File: config.mk
export PLATFORM = sky130hd
export DESIGN_NAME = type_lookup_pipe_flat
export DESIGN_NICKNAME = d
export VERILOG_FILES = /design/src/rtl/type_lookup_pipe_pkg.sv /design/src/rtl/type_lookup_pipe_if.sv /design/src/rtl/type_lookup_pipe_prio_hit_encoder.sv /design/src/rtl/type_lookup_pipe.sv /design/src/flat_wrapper.sv
export SDC_FILE = /design/constraint.sdc
export NUM_CORES = 2
export LEC_CHECK = 0
export CORE_MARGIN = 1.5
export CORE_UTILIZATION = 48
export CTS_BUF_LIST = sky130_fd_sc_hd__clkbuf_4
export DETAILED_ROUTE_END_ITERATION = 12
export GPL_TIMING_DRIVEN = 0
export PLACE_DENSITY = 0.65
export SYNTH_ARGS = -nofsm -noshare
export SYNTH_HDL_FRONTEND = slang
export SYNTH_SLANG_ARGS = --single-unit
File: constraint.sdc
create_clock -name i_clk -period 6.8 [get_ports i_clk]
set_input_delay 0.68 -clock i_clk [delete_from_list [all_inputs] [get_ports i_clk]]
set_output_delay 0.68 -clock i_clk [all_outputs]
set_load 0.1 [all_outputs]
File: src/rtl/type_lookup_pipe_pkg.sv
// Shared widths and record types for the parser's ternary type-lookup stage.
// The module parameters default to these constants so a stage can be resized in one place.
package type_lookup_pkg;

   localparam int DEF_RULE_NUM         = 8;
   localparam int DEF_TYPE_NUM         = 2;
   localparam int DEF_TYPE_WIDTH       = 16;
   localparam int DEF_KEY_FIELD_NUM    = 8;
   localparam int DEF_KEY_OFFSET_WIDTH = 6;
   localparam int DEF_HEAD_SHIFT_WIDTH = 6;
   localparam int DEF_META_SHIFT_WIDTH = 4;
   localparam int DEF_CNT_WIDTH        = 32;
   localparam int DEF_IDX_W            = $clog2(DEF_RULE_NUM + 1);
   localparam int DEF_TYPE_BITS        = DEF_TYPE_NUM * DEF_TYPE_WIDTH;

   typedef struct packed {
      logic                     valid;
      logic [DEF_TYPE_BITS-1:0] data;
      logic [DEF_TYPE_BITS-1:0] mask;
   } type_rule_t;

   typedef struct packed {
      logic [DEF_KEY_FIELD_NUM-1:0][DEF_KEY_OFFSET_WIDTH-1:0] key_offset;
      logic [DEF_HEAD_SHIFT_WIDTH-1:0]                        head_shift;
      logic [DEF_META_SHIFT_WIDTH-1:0]                        meta_shift;
   } type_action_t;

endpackage

File: src/rtl/type_lookup_pipe_if.sv
// Lookup request/response channel between the type-field extractor (master)
// and the type lookup pipeline (slave).
interface type_lookup_pipe_if
   import type_lookup_pkg::*;
#(
   parameter int TYPE_NUM         = DEF_TYPE_NUM,
   parameter int TYPE_WIDTH       = DEF_TYPE_WIDTH,
   parameter int KEY_FIELD_NUM    = DEF_KEY_FIELD_NUM,
   parameter int KEY_OFFSET_WIDTH = DEF_KEY_OFFSET_WIDTH,
   parameter int HEAD_SHIFT_WIDTH = DEF_HEAD_SHIFT_WIDTH,
   parameter int META_SHIFT_WIDTH = DEF_META_SHIFT_WIDTH,
   parameter int IDX_W            = DEF_IDX_W
);

   logic                                      i_req_valid;
   logic                                      o_req_ready;
   logic [TYPE_NUM*TYPE_WIDTH-1:0]            i_req_type;
   logic                                      o_rsp_valid;
   logic                                      i_rsp_ready;
   logic                                      o_rsp_hit;
   logic [IDX_W-1:0]                          o_rsp_rule_idx;
   logic [KEY_FIELD_NUM*KEY_OFFSET_WIDTH-1:0] o_rsp_key_offset;
   logic [HEAD_SHIFT_WIDTH-1:0]               o_rsp_head_shift;
   logic [META_SHIFT_WIDTH-1:0]               o_rsp_meta_shift;

   modport master (
      output i_req_valid, i_req_type, i_rsp_ready,
      input  o_req_ready, o_rsp_valid, o_rsp_hit, o_rsp_rule_idx,
             o_rsp_key_offset, o_rsp_head_shift, o_rsp_meta_shift
   );

   modport slave (
      input  i_req_valid, i_req_type, i_rsp_ready,
      output o_req_ready, o_rsp_valid, o_rsp_hit, o_rsp_rule_idx,
             o_rsp_key_offset, o_rsp_head_shift, o_rsp_meta_shift
   );

endinterface

File: src/rtl/type_lookup_pipe_prio_hit_encoder.sv
// Lowest-index priority encoder over the rule hit vector; reports RULE_NUM when
// nothing hit so the miss index falls out without extra logic.
module prio_hit_encoder #(
   parameter int RULE_NUM = 8,
   parameter int IDX_W    = $clog2(RULE_NUM + 1)
) (
   input  logic [RULE_NUM-1:0] i_hit_vec,
   output logic [IDX_W-1:0]    o_idx,
   output logic                o_any_hit
);

   // Scan from the top so the last overwrite is the lowest set index
   always_comb begin
      o_idx     = IDX_W'(RULE_NUM);
      o_any_hit = |i_hit_vec;
      for (int i = RULE_NUM - 1; i >= 0; i--) begin
         o_idx = i_hit_vec[i] ? IDX_W'(i) : o_idx;
      end
   end

endmodule

File: src/rtl/type_lookup_pipe.sv
// Two-stage ternary type lookup: S1 registers the rule hit vector, S2 registers the
// selected action. Config writes wait for an empty pipeline; per-rule hit counters.
module type_lookup_pipe
   import type_lookup_pkg::*;
#(
   parameter int RULE_NUM         = DEF_RULE_NUM,
   parameter int TYPE_NUM         = DEF_TYPE_NUM,
   parameter int TYPE_WIDTH       = DEF_TYPE_WIDTH,
   parameter int KEY_FIELD_NUM    = DEF_KEY_FIELD_NUM,
   parameter int KEY_OFFSET_WIDTH = DEF_KEY_OFFSET_WIDTH,
   parameter int HEAD_SHIFT_WIDTH = DEF_HEAD_SHIFT_WIDTH,
   parameter int META_SHIFT_WIDTH = DEF_META_SHIFT_WIDTH,
   parameter int PRIORITY_MODE    = 1,
   parameter int CNT_WIDTH        = DEF_CNT_WIDTH,
   parameter int IDX_W            = $clog2(RULE_NUM + 1)
) (
   input  logic                                      i_clk,
   input  logic                                      i_rst_n,
   type_lookup_pipe_if.slave                         lk,
   input  logic                                      i_cfg_wr,
   output logic                                      o_cfg_ready,
   input  logic [IDX_W-1:0]                          i_cfg_addr,
   input  logic                                      i_cfg_rule_valid,
   input  logic [TYPE_NUM*TYPE_WIDTH-1:0]            i_cfg_type_data,
   input  logic [TYPE_NUM*TYPE_WIDTH-1:0]            i_cfg_type_mask,
   input  logic [KEY_FIELD_NUM*KEY_OFFSET_WIDTH-1:0] i_cfg_key_offset,
   input  logic [HEAD_SHIFT_WIDTH-1:0]               i_cfg_head_shift,
   input  logic [META_SHIFT_WIDTH-1:0]               i_cfg_meta_shift,
   input  logic                                      i_cnt_clr,
   input  logic [IDX_W-1:0]                          i_cnt_rd_addr,
   output logic [CNT_WIDTH-1:0]                      o_cnt_rd_data
);

   localparam int TB = TYPE_NUM * TYPE_WIDTH;
   localparam int KB = KEY_FIELD_NUM * KEY_OFFSET_WIDTH;
   localparam int AB = KB + HEAD_SHIFT_WIDTH + META_SHIFT_WIDTH;
   localparam logic [CNT_WIDTH-1:0] CNT_MAX = {CNT_WIDTH{1'b1}};

   typedef struct packed {
      logic          valid;
      logic [TB-1:0] data;
      logic [TB-1:0] mask;
   } rule_t;

   typedef struct packed {
      logic [KB-1:0]               key_offset;
      logic [HEAD_SHIFT_WIDTH-1:0] head_shift;
      logic [META_SHIFT_WIDTH-1:0] meta_shift;
   } action_t;

   // Entry RULE_NUM of the action table is the programmable miss action
   rule_t                rule_r   [RULE_NUM];
   action_t              action_r [RULE_NUM+1];
   logic [CNT_WIDTH-1:0] cnt_r    [RULE_NUM+1];

   logic                 s1_valid_r;
   logic [RULE_NUM-1:0]  s1_hit_r;
   logic                 s2_valid_r;
   logic                 rsp_hit_r;
   logic [IDX_W-1:0]     rsp_idx_r;
   action_t              rsp_action_r;
   logic [CNT_WIDTH-1:0] cnt_rd_r;

   logic                 s2_adv_s;
   logic                 s1_adv_s;
   logic                 req_ready_s;
   logic                 req_fire_s;
   logic                 rsp_fire_s;
   logic                 cfg_ready_s;
   logic                 cfg_fire_s;
   logic [RULE_NUM-1:0]  hit_vec_s;
   logic [IDX_W-1:0]     first_idx_s;
   logic                 any_hit_s;
   logic [AB-1:0]        or_vec_s;
   action_t              sel_action_s;
   action_t              cfg_action_s;
   logic [CNT_WIDTH-1:0] cnt_rd_s;

   assign s2_adv_s    = !s2_valid_r | lk.i_rsp_ready;
   assign s1_adv_s    = s1_valid_r & s2_adv_s;
   // Holding off requests while a write is pending lets the pipeline drain
   assign req_ready_s = (!s1_valid_r | s2_adv_s) & !i_cfg_wr;
   assign req_fire_s  = lk.i_req_valid & req_ready_s;
   assign rsp_fire_s  = s2_valid_r & lk.i_rsp_ready;
   assign cfg_ready_s = !s1_valid_r & !s2_valid_r;
   assign cfg_fire_s  = i_cfg_wr & cfg_ready_s;

   assign cfg_action_s = '{key_offset: i_cfg_key_offset,
                           head_shift: i_cfg_head_shift,
                           meta_shift: i_cfg_meta_shift};

   // Ternary match of the incoming type fields against every rule
   always_comb begin
      hit_vec_s = '0;
      for (int i = 0; i < RULE_NUM; i++) begin
         hit_vec_s[i] = rule_r[i].valid & ((rule_r[i].mask & lk.i_req_type) == rule_r[i].data);
      end
   end

   // Rule and action table writes, accepted only with the pipeline empty
   always_ff @(posedge i_clk or negedge i_rst_n) begin
      if (!i_rst_n) begin
         for (int i = 0; i < RULE_NUM; i++) begin
            rule_r[i] <= '0;
         end
         for (int i = 0; i <= RULE_NUM; i++) begin
            action_r[i] <= '0;
         end
      end else if (cfg_fire_s) begin
         for (int i = 0; i < RULE_NUM; i++) begin
            if (i_cfg_addr == IDX_W'(i)) begin
               rule_r[i] <= '{valid: i_cfg_rule_valid, data: i_cfg_type_data, mask: i_cfg_type_mask};
            end
         end
         for (int i = 0; i <= RULE_NUM; i++) begin
            if (i_cfg_addr == IDX_W'(i)) begin
               action_r[i] <= cfg_action_s;
            end
         end
      end
   end

   // S1: capture the hit vector on request handshake
   always_ff @(posedge i_clk or negedge i_rst_n) begin
      if (!i_rst_n) begin
         s1_valid_r <= 1'b0;
         s1_hit_r   <= '0;
      end else if (!s1_valid_r | s2_adv_s) begin
         s1_valid_r <= req_fire_s;
         if (req_fire_s) begin
            s1_hit_r <= hit_vec_s;
         end
      end
   end

   prio_hit_encoder #(
      .RULE_NUM (RULE_NUM),
      .IDX_W    (IDX_W)
   ) u_prio (
      .i_hit_vec (s1_hit_r),
      .o_idx     (first_idx_s),
      .o_any_hit (any_hit_s)
   );

   // Legacy merge: union of every hit rule's action bits
   always_comb begin
      or_vec_s = {AB{1'b0}};
      for (int i = 0; i < RULE_NUM; i++) begin
         or_vec_s = or_vec_s | (s1_hit_r[i] ? AB'(action_r[i]) : {AB{1'b0}});
      end
   end

   // Pick the S2 action: miss entry, winning rule, or merged actions
   always_comb begin
      sel_action_s = action_r[RULE_NUM];
      if (!any_hit_s) begin
         sel_action_s = action_r[RULE_NUM];
      end else if (PRIORITY_MODE != 0) begin
         sel_action_s = action_r[first_idx_s];
      end else begin
         sel_action_s = action_t'(or_vec_s);
      end
   end

   // S2: register the response; data only moves when a new lookup lands
   always_ff @(posedge i_clk or negedge i_rst_n) begin
      if (!i_rst_n) begin
         s2_valid_r   <= 1'b0;
         rsp_hit_r    <= 1'b0;
         rsp_idx_r    <= '0;
         rsp_action_r <= '0;
      end else if (s2_adv_s) begin
         s2_valid_r <= s1_adv_s;
         if (s1_valid_r) begin
            rsp_hit_r    <= any_hit_s;
            rsp_idx_r    <= first_idx_s;
            rsp_action_r <= sel_action_s;
         end
      end
   end

   // Saturating hit counters; clear takes precedence over a same-cycle increment
   always_ff @(posedge i_clk or negedge i_rst_n) begin
      if (!i_rst_n) begin
         for (int i = 0; i <= RULE_NUM; i++) begin
            cnt_r[i] <= '0;
         end
      end else if (i_cnt_clr) begin
         for (int i = 0; i <= RULE_NUM; i++) begin
            cnt_r[i] <= '0;
         end
      end else if (rsp_fire_s) begin
         for (int i = 0; i <= RULE_NUM; i++) begin
            if ((rsp_idx_r == IDX_W'(i)) && (cnt_r[i] != CNT_MAX)) begin
               cnt_r[i] <= cnt_r[i] + CNT_WIDTH'(1);
            end
         end
      end
   end

   // Counter read mux; unmatched addresses fall through to zero
   always_comb begin
      cnt_rd_s = '0;
      for (int i = 0; i <= RULE_NUM; i++) begin
         cnt_rd_s = (i_cnt_rd_addr == IDX_W'(i)) ? cnt_r[i] : cnt_rd_s;
      end
   end

   // Registered counter read port
   always_ff @(posedge i_clk or negedge i_rst_n) begin
      if (!i_rst_n) begin
         cnt_rd_r <= '0;
      end else begin
         cnt_rd_r <= cnt_rd_s;
      end
   end

   assign lk.o_req_ready      = req_ready_s;
   assign lk.o_rsp_valid      = s2_valid_r;
   assign lk.o_rsp_hit        = rsp_hit_r;
   assign lk.o_rsp_rule_idx   = rsp_idx_r;
   assign lk.o_rsp_key_offset = rsp_action_r.key_offset;
   assign lk.o_rsp_head_shift = rsp_action_r.head_shift;
   assign lk.o_rsp_meta_shift = rsp_action_r.meta_shift;
   assign o_cfg_ready         = cfg_ready_s;
   assign o_cnt_rd_data       = cnt_rd_r;

endmodule

File: src/flat_wrapper.sv
// flat-port wrapper written by rule: the top's interface ports become plain ports
module type_lookup_pipe_flat import type_lookup_pkg::*;
#(
   parameter int RULE_NUM         = DEF_RULE_NUM,
   parameter int TYPE_NUM         = DEF_TYPE_NUM,
   parameter int TYPE_WIDTH       = DEF_TYPE_WIDTH,
   parameter int KEY_FIELD_NUM    = DEF_KEY_FIELD_NUM,
   parameter int KEY_OFFSET_WIDTH = DEF_KEY_OFFSET_WIDTH,
   parameter int HEAD_SHIFT_WIDTH = DEF_HEAD_SHIFT_WIDTH,
   parameter int META_SHIFT_WIDTH = DEF_META_SHIFT_WIDTH,
   parameter int PRIORITY_MODE    = 1,
   parameter int CNT_WIDTH        = DEF_CNT_WIDTH,
   parameter int IDX_W            = $clog2(RULE_NUM + 1)
)
  (i_clk, i_rst_n, i_cfg_wr, o_cfg_ready, i_cfg_addr, i_cfg_rule_valid, i_cfg_type_data, i_cfg_type_mask, i_cfg_key_offset, i_cfg_head_shift, i_cfg_meta_shift, i_cnt_clr, i_cnt_rd_addr, o_cnt_rd_data, lk_i_req_valid, lk_i_req_type, lk_i_rsp_ready, lk_o_req_ready, lk_o_rsp_valid, lk_o_rsp_hit, lk_o_rsp_rule_idx, lk_o_rsp_key_offset, lk_o_rsp_head_shift, lk_o_rsp_meta_shift);
  type_lookup_pipe_if #(.TYPE_NUM(TYPE_NUM), .TYPE_WIDTH(TYPE_WIDTH), .KEY_FIELD_NUM(KEY_FIELD_NUM), .KEY_OFFSET_WIDTH(KEY_OFFSET_WIDTH), .HEAD_SHIFT_WIDTH(HEAD_SHIFT_WIDTH), .META_SHIFT_WIDTH(META_SHIFT_WIDTH), .IDX_W(IDX_W)) lk_i ();
  input  logic i_clk;
  input  logic i_rst_n;
  input  logic i_cfg_wr;
  output logic o_cfg_ready;
  input  logic [IDX_W-1:0] i_cfg_addr;
  input  logic i_cfg_rule_valid;
  input  logic [TYPE_NUM*TYPE_WIDTH-1:0] i_cfg_type_data;
  input  logic [TYPE_NUM*TYPE_WIDTH-1:0] i_cfg_type_mask;
  input  logic [KEY_FIELD_NUM*KEY_OFFSET_WIDTH-1:0] i_cfg_key_offset;
  input  logic [HEAD_SHIFT_WIDTH-1:0] i_cfg_head_shift;
  input  logic [META_SHIFT_WIDTH-1:0] i_cfg_meta_shift;
  input  logic i_cnt_clr;
  input  logic [IDX_W-1:0] i_cnt_rd_addr;
  output logic [CNT_WIDTH-1:0] o_cnt_rd_data;
  input wire logic [$bits(lk_i.i_req_valid)-1:0] lk_i_req_valid;
  input wire logic [$bits(lk_i.i_req_type)-1:0] lk_i_req_type;
  input wire logic [$bits(lk_i.i_rsp_ready)-1:0] lk_i_rsp_ready;
  output wire logic [$bits(lk_i.o_req_ready)-1:0] lk_o_req_ready;
  output wire logic [$bits(lk_i.o_rsp_valid)-1:0] lk_o_rsp_valid;
  output wire logic [$bits(lk_i.o_rsp_hit)-1:0] lk_o_rsp_hit;
  output wire logic [$bits(lk_i.o_rsp_rule_idx)-1:0] lk_o_rsp_rule_idx;
  output wire logic [$bits(lk_i.o_rsp_key_offset)-1:0] lk_o_rsp_key_offset;
  output wire logic [$bits(lk_i.o_rsp_head_shift)-1:0] lk_o_rsp_head_shift;
  output wire logic [$bits(lk_i.o_rsp_meta_shift)-1:0] lk_o_rsp_meta_shift;
  assign lk_i.i_req_valid = lk_i_req_valid;
  assign lk_i.i_req_type = lk_i_req_type;
  assign lk_i.i_rsp_ready = lk_i_rsp_ready;
  assign lk_o_req_ready = lk_i.o_req_ready;
  assign lk_o_rsp_valid = lk_i.o_rsp_valid;
  assign lk_o_rsp_hit = lk_i.o_rsp_hit;
  assign lk_o_rsp_rule_idx = lk_i.o_rsp_rule_idx;
  assign lk_o_rsp_key_offset = lk_i.o_rsp_key_offset;
  assign lk_o_rsp_head_shift = lk_i.o_rsp_head_shift;
  assign lk_o_rsp_meta_shift = lk_i.o_rsp_meta_shift;
  type_lookup_pipe #(.RULE_NUM(RULE_NUM), .TYPE_NUM(TYPE_NUM), .TYPE_WIDTH(TYPE_WIDTH), .KEY_FIELD_NUM(KEY_FIELD_NUM), .KEY_OFFSET_WIDTH(KEY_OFFSET_WIDTH), .HEAD_SHIFT_WIDTH(HEAD_SHIFT_WIDTH), .META_SHIFT_WIDTH(META_SHIFT_WIDTH), .PRIORITY_MODE(PRIORITY_MODE), .CNT_WIDTH(CNT_WIDTH), .IDX_W(IDX_W)) u_core (.i_clk(i_clk), .i_rst_n(i_rst_n), .lk(lk_i), .i_cfg_wr(i_cfg_wr), .o_cfg_ready(o_cfg_ready), .i_cfg_addr(i_cfg_addr), .i_cfg_rule_valid(i_cfg_rule_valid), .i_cfg_type_data(i_cfg_type_data), .i_cfg_type_mask(i_cfg_type_mask), .i_cfg_key_offset(i_cfg_key_offset), .i_cfg_head_shift(i_cfg_head_shift), .i_cfg_meta_shift(i_cfg_meta_shift), .i_cnt_clr(i_cnt_clr), .i_cnt_rd_addr(i_cnt_rd_addr), .o_cnt_rd_data(o_cnt_rd_data));
endmodule
==> results.json <==
{
  "status": "finished clean",
  "timing.fmax_mhz": 208,
  "syn_area_sq_um": 67200,
  "crit_buf_inv": 1,
  "first_pass_iters": 7,
  "clock_path_buffers": 4,
  "cp.required_ns": 6.12,
  "crit_path_end_kind": "output pin",
  "dpl.hpwl_mm": 150,
  "wl_met1_mm": 89.5,
  "synth_top_cell_area_share_pct": 53.5,
  "nets": 6435,
  "met3_length_mm": 16.4,
  "crit_path_max_fanout": 9,
  "portBuffers": 231,
  "finalWorstSetupSlack_ns": 2.00,
  "hp-class": "input pin to async pin",
  "syn_nets": 5786,
  "stdcell_count": 8418,
  "rows": 137,
  "yosys-top-cells-count": "1435 x dfrtp_1, 1046 x mux2_2, 484 x nand2_1, 354 x nor2_1, 292 x xor2_1",
  "routed_via_density": 5.90,
  "ys_types": 81,
  "top_layer": "met5",
  "max_slew.worst_pin.slew_ns": 1.43,
  "skew_ns": 0.117,
  "ctsResizeCount": 0,
  "max_slew_margin_pct": 4.40,
  "drive_above_1_share_pct": 28.4,
  "track_usage_pct": 29.9,
  "crit_chain": "nor2b_1 -> a21oi_1 -> clkdlybuf4s50_1",
  "crit_arrival_ns": 4.12,
  "regToRegSetupSlack_ns": 2.27,
  "synthFlopType": "dfrtp_1",
  "maxCapViolations": 0,
  "grt_pass1_wl_mm": 316,
  "multi_input_area_sq_um": 29800,
  "yosys_register_bits": 1435,
  "vdd_drop_max_mv": 0.321,
  "tritoncts": "yes",
  "synth_edf_count": 0,
  "clk_pin_slew_worst_paths_ns": 0.06,
  "antenna_found_initial": 35,
  "pre_cts_ws_ns": 2.37,
  "clkLatencyLatePin_ns": 1.39,
  "met2_length_mm": 97.8,
  "num-fill-cells": 12100,
  "numCtsBuffers": 393,
  "criticalPathCategory": "register to output pin",
  "num_io_pins": 267,
  "fin_crit_sh_pct": 70.6,
  "synth_area_per_cell_sq_um": 12.0,
  "grt_pass1_vias": 49300,
  "power_density_nw_per_um2": 297,
  "crit_family": "buffers and inverters",
  "fp.dieW_um": 377,
  "slew_viol_final": 0,
  "htreeDepth": 5,
  "seq_area_sq_um": 35900,
  "coreArea_sq_um": 139000,
  "cpPeakStageDelay_ns": 1.26,
  "ant_nets": 0,
  "syn_inst": 5608,
  "area_growth_pct": 14.6,
  "drt_iter0_drc": 4212,
  "vias": 49600,
  "finalWirelength_mm": 213,
  "gp_congestion": 0.995,
  "grt_overflow": 0,
  "fin_crit_ns": 4.80,
  "cpMaxStageDelayCell": "clkdlybuf4s50_1",
  "cts.sinks": 1435,
  "drc": 0,
  "grt_max_degree": 174,
  "yosysSeqAreaShare_pct": 53.5,
  "die_y_um": 377,
  "dp_cells": 7725,
  "wl_per_cell_um": 25.4,
  "dieArea_sq_um": 142000,
  "synth.largest_area_cell": "dfrtp_1",
  "setup_violations": 0,
  "start_util_pct": 48.3,
  "startpoint_type": "register",
  "hold_viol_final": 0,
  "ys_top_cells_by_area": "dfrtp_1 53%, mux2_2 18%, xor2_1 3.8%",
  "setup_tns_ns": 0,
  "root_buffer": "clkbuf_4",
  "rsz0062_at_grt": "no",
  "total_leakage_power_nw": 34.3,
  "yosysWarnings": 0,
  "ys_async_sr_fraction_pct": 100,
  "synth_most_common_cell": "dfrtp_1"
}
per-stage QoR:
stage          total power, mW  util [%]  hold slack [ns]  instance area, sq um
6_report                  22.9      55.3           0.0687                 77000
5_1_grt                   23.9      55.3           0.0452                 77000
4_1_cts                   23.0      55.3           0.0144                 76900
3_5_place_dp              15.5      51.8            0.487                 72100
3_3_place_gp              15.4      51.6            0.480                 71800
2_1_floorplan             13.8         -            0.384                 67200
state kept, by name, summed over array words and instances, names as in the netlist:
name,flops
u_core.rule_r,520
u_core.lk.o_rsp_rule_idx,4
u_core.s1_hit_r,8
u_core.lk.o_rsp_key_offset,48
u_core.lk.o_rsp_head_shift,6
u_core.s1_valid_r,1
u_core.action_r,522
u_core.o_cnt_rd_data,32
u_core.lk.o_rsp_valid,1
u_core.lk.o_rsp_hit,1
u_core.cnt_r,288
u_core.lk.o_rsp_meta_shift,4
layer usage:
| layer | vias to the layer above | global-route usage [%] |
|---|---|---|
| met5 | - | 0 |
| met4 | 34 | 14.2 |
| met3 | 524 | 7.32 |
| met2 | 1927 | 46.1 |
| met1 | 25500 | 39.7 |
| li1 | 21700 | - |
worst paths after layout:
check	cells after the start	end	from
setup / recovery	3	lk_o_req_ready	u_core.lk.o_rsp_valid
hold / removal	3	u_core.cnt_r[20]	i_rst_n
setup reg to reg	7	u_core.action_r[55]	u_core.lk.o_rsp_valid
hold reg to reg	2	u_core.lk.o_rsp_key_offset[32]	u_core.action_r[42]
max in group asynchronous	6	u_core.action_r[318]	i_rst_n
min in group i_clk	6	u_core.s1_hit_r[7]	lk_i_req_type[24]
what timing repair did:
item / CTS / global route
hold endpoints to repair: 211 / 0
hold buffers: 13 / 0
setup buffers: 0 / 0
worst reg2reg max path: cells and delay by family, from the launching register on:
kind / cells / cell delay, ns
AND/OR/NAND/NOR: 4 / 2.36
buffers and inverters: 2 / 1.00
flip-flops: 1 / 0.61
multiplexers: 1 / 0.39
cell type report:
| type | count | area share (%) |
|---|---|---|
| diodes | 30 | 0.0975 |
| multi-input cells | 3812 | 38.7 |
| repair buffers | 254 | 3.55 |
| well taps | 1876 | 3.05 |
| clock inverters | 73 | 0.435 |
| inverters | 37 | 0.180 |
| flip-flops and latches | 1435 | 46.6 |
| plain buffers | 324 | 1.72 |
| clock buffers | 577 | 5.62 |
power by group:
part | switching [mW] | internal, mW
combinational | 2.59 | 1.89
sequential | 0.880 | 10.0
clock | 3.61 | 3.91
total | 7.08 | 15.8
cells by family after synthesis:
family                   Yosys count  synth area share, %
AO/OA/AOI/OAI                    565                 6.03
XOR/XNOR                         470                 6.13
adder cells (fa/ha/maj)            9                0.168
buffers and inverters            361                 2.18
multiplexers                    1181                 20.4
flip-flops                      1435                 53.5
AND/OR/NAND/NOR                 1587                 11.6
cell usage in the layout, fill, tap and decap left out, types with 51 or more instances in the layout:
| cell type | Yosys | routed |
|---|---|---|
| o21ai_0 | 98 | 98 |
| clkdlybuf4s50_1 | 0 | 230 |
| mux2i_1 | 87 | 87 |
| xnor2_1 | 178 | 178 |
| buf_2 | 67 | 67 |
| clkbuf_4 | 0 | 577 |
| nor3_1 | 96 | 95 |
| nand3_1 | 126 | 126 |
| nand2_1 | 484 | 484 |
| or3_1 | 52 | 52 |
| a21oi_1 | 95 | 95 |
| mux2_2 | 1046 | 1046 |
| a211oi_1 | 113 | 113 |
| dfrtp_1 | 1435 | 1435 |
| nor4_1 | 66 | 64 |
| xor2_1 | 292 | 292 |
| nand4_1 | 144 | 144 |
| nor2_1 | 354 | 354 |
| and3_1 | 132 | 132 |
| clkbuf_1 | 234 | 234 |
| a22oi_1 | 51 | 51 |
| clkinv_1 | 0 | 57 |
Power figures use the tool's default switching activity.
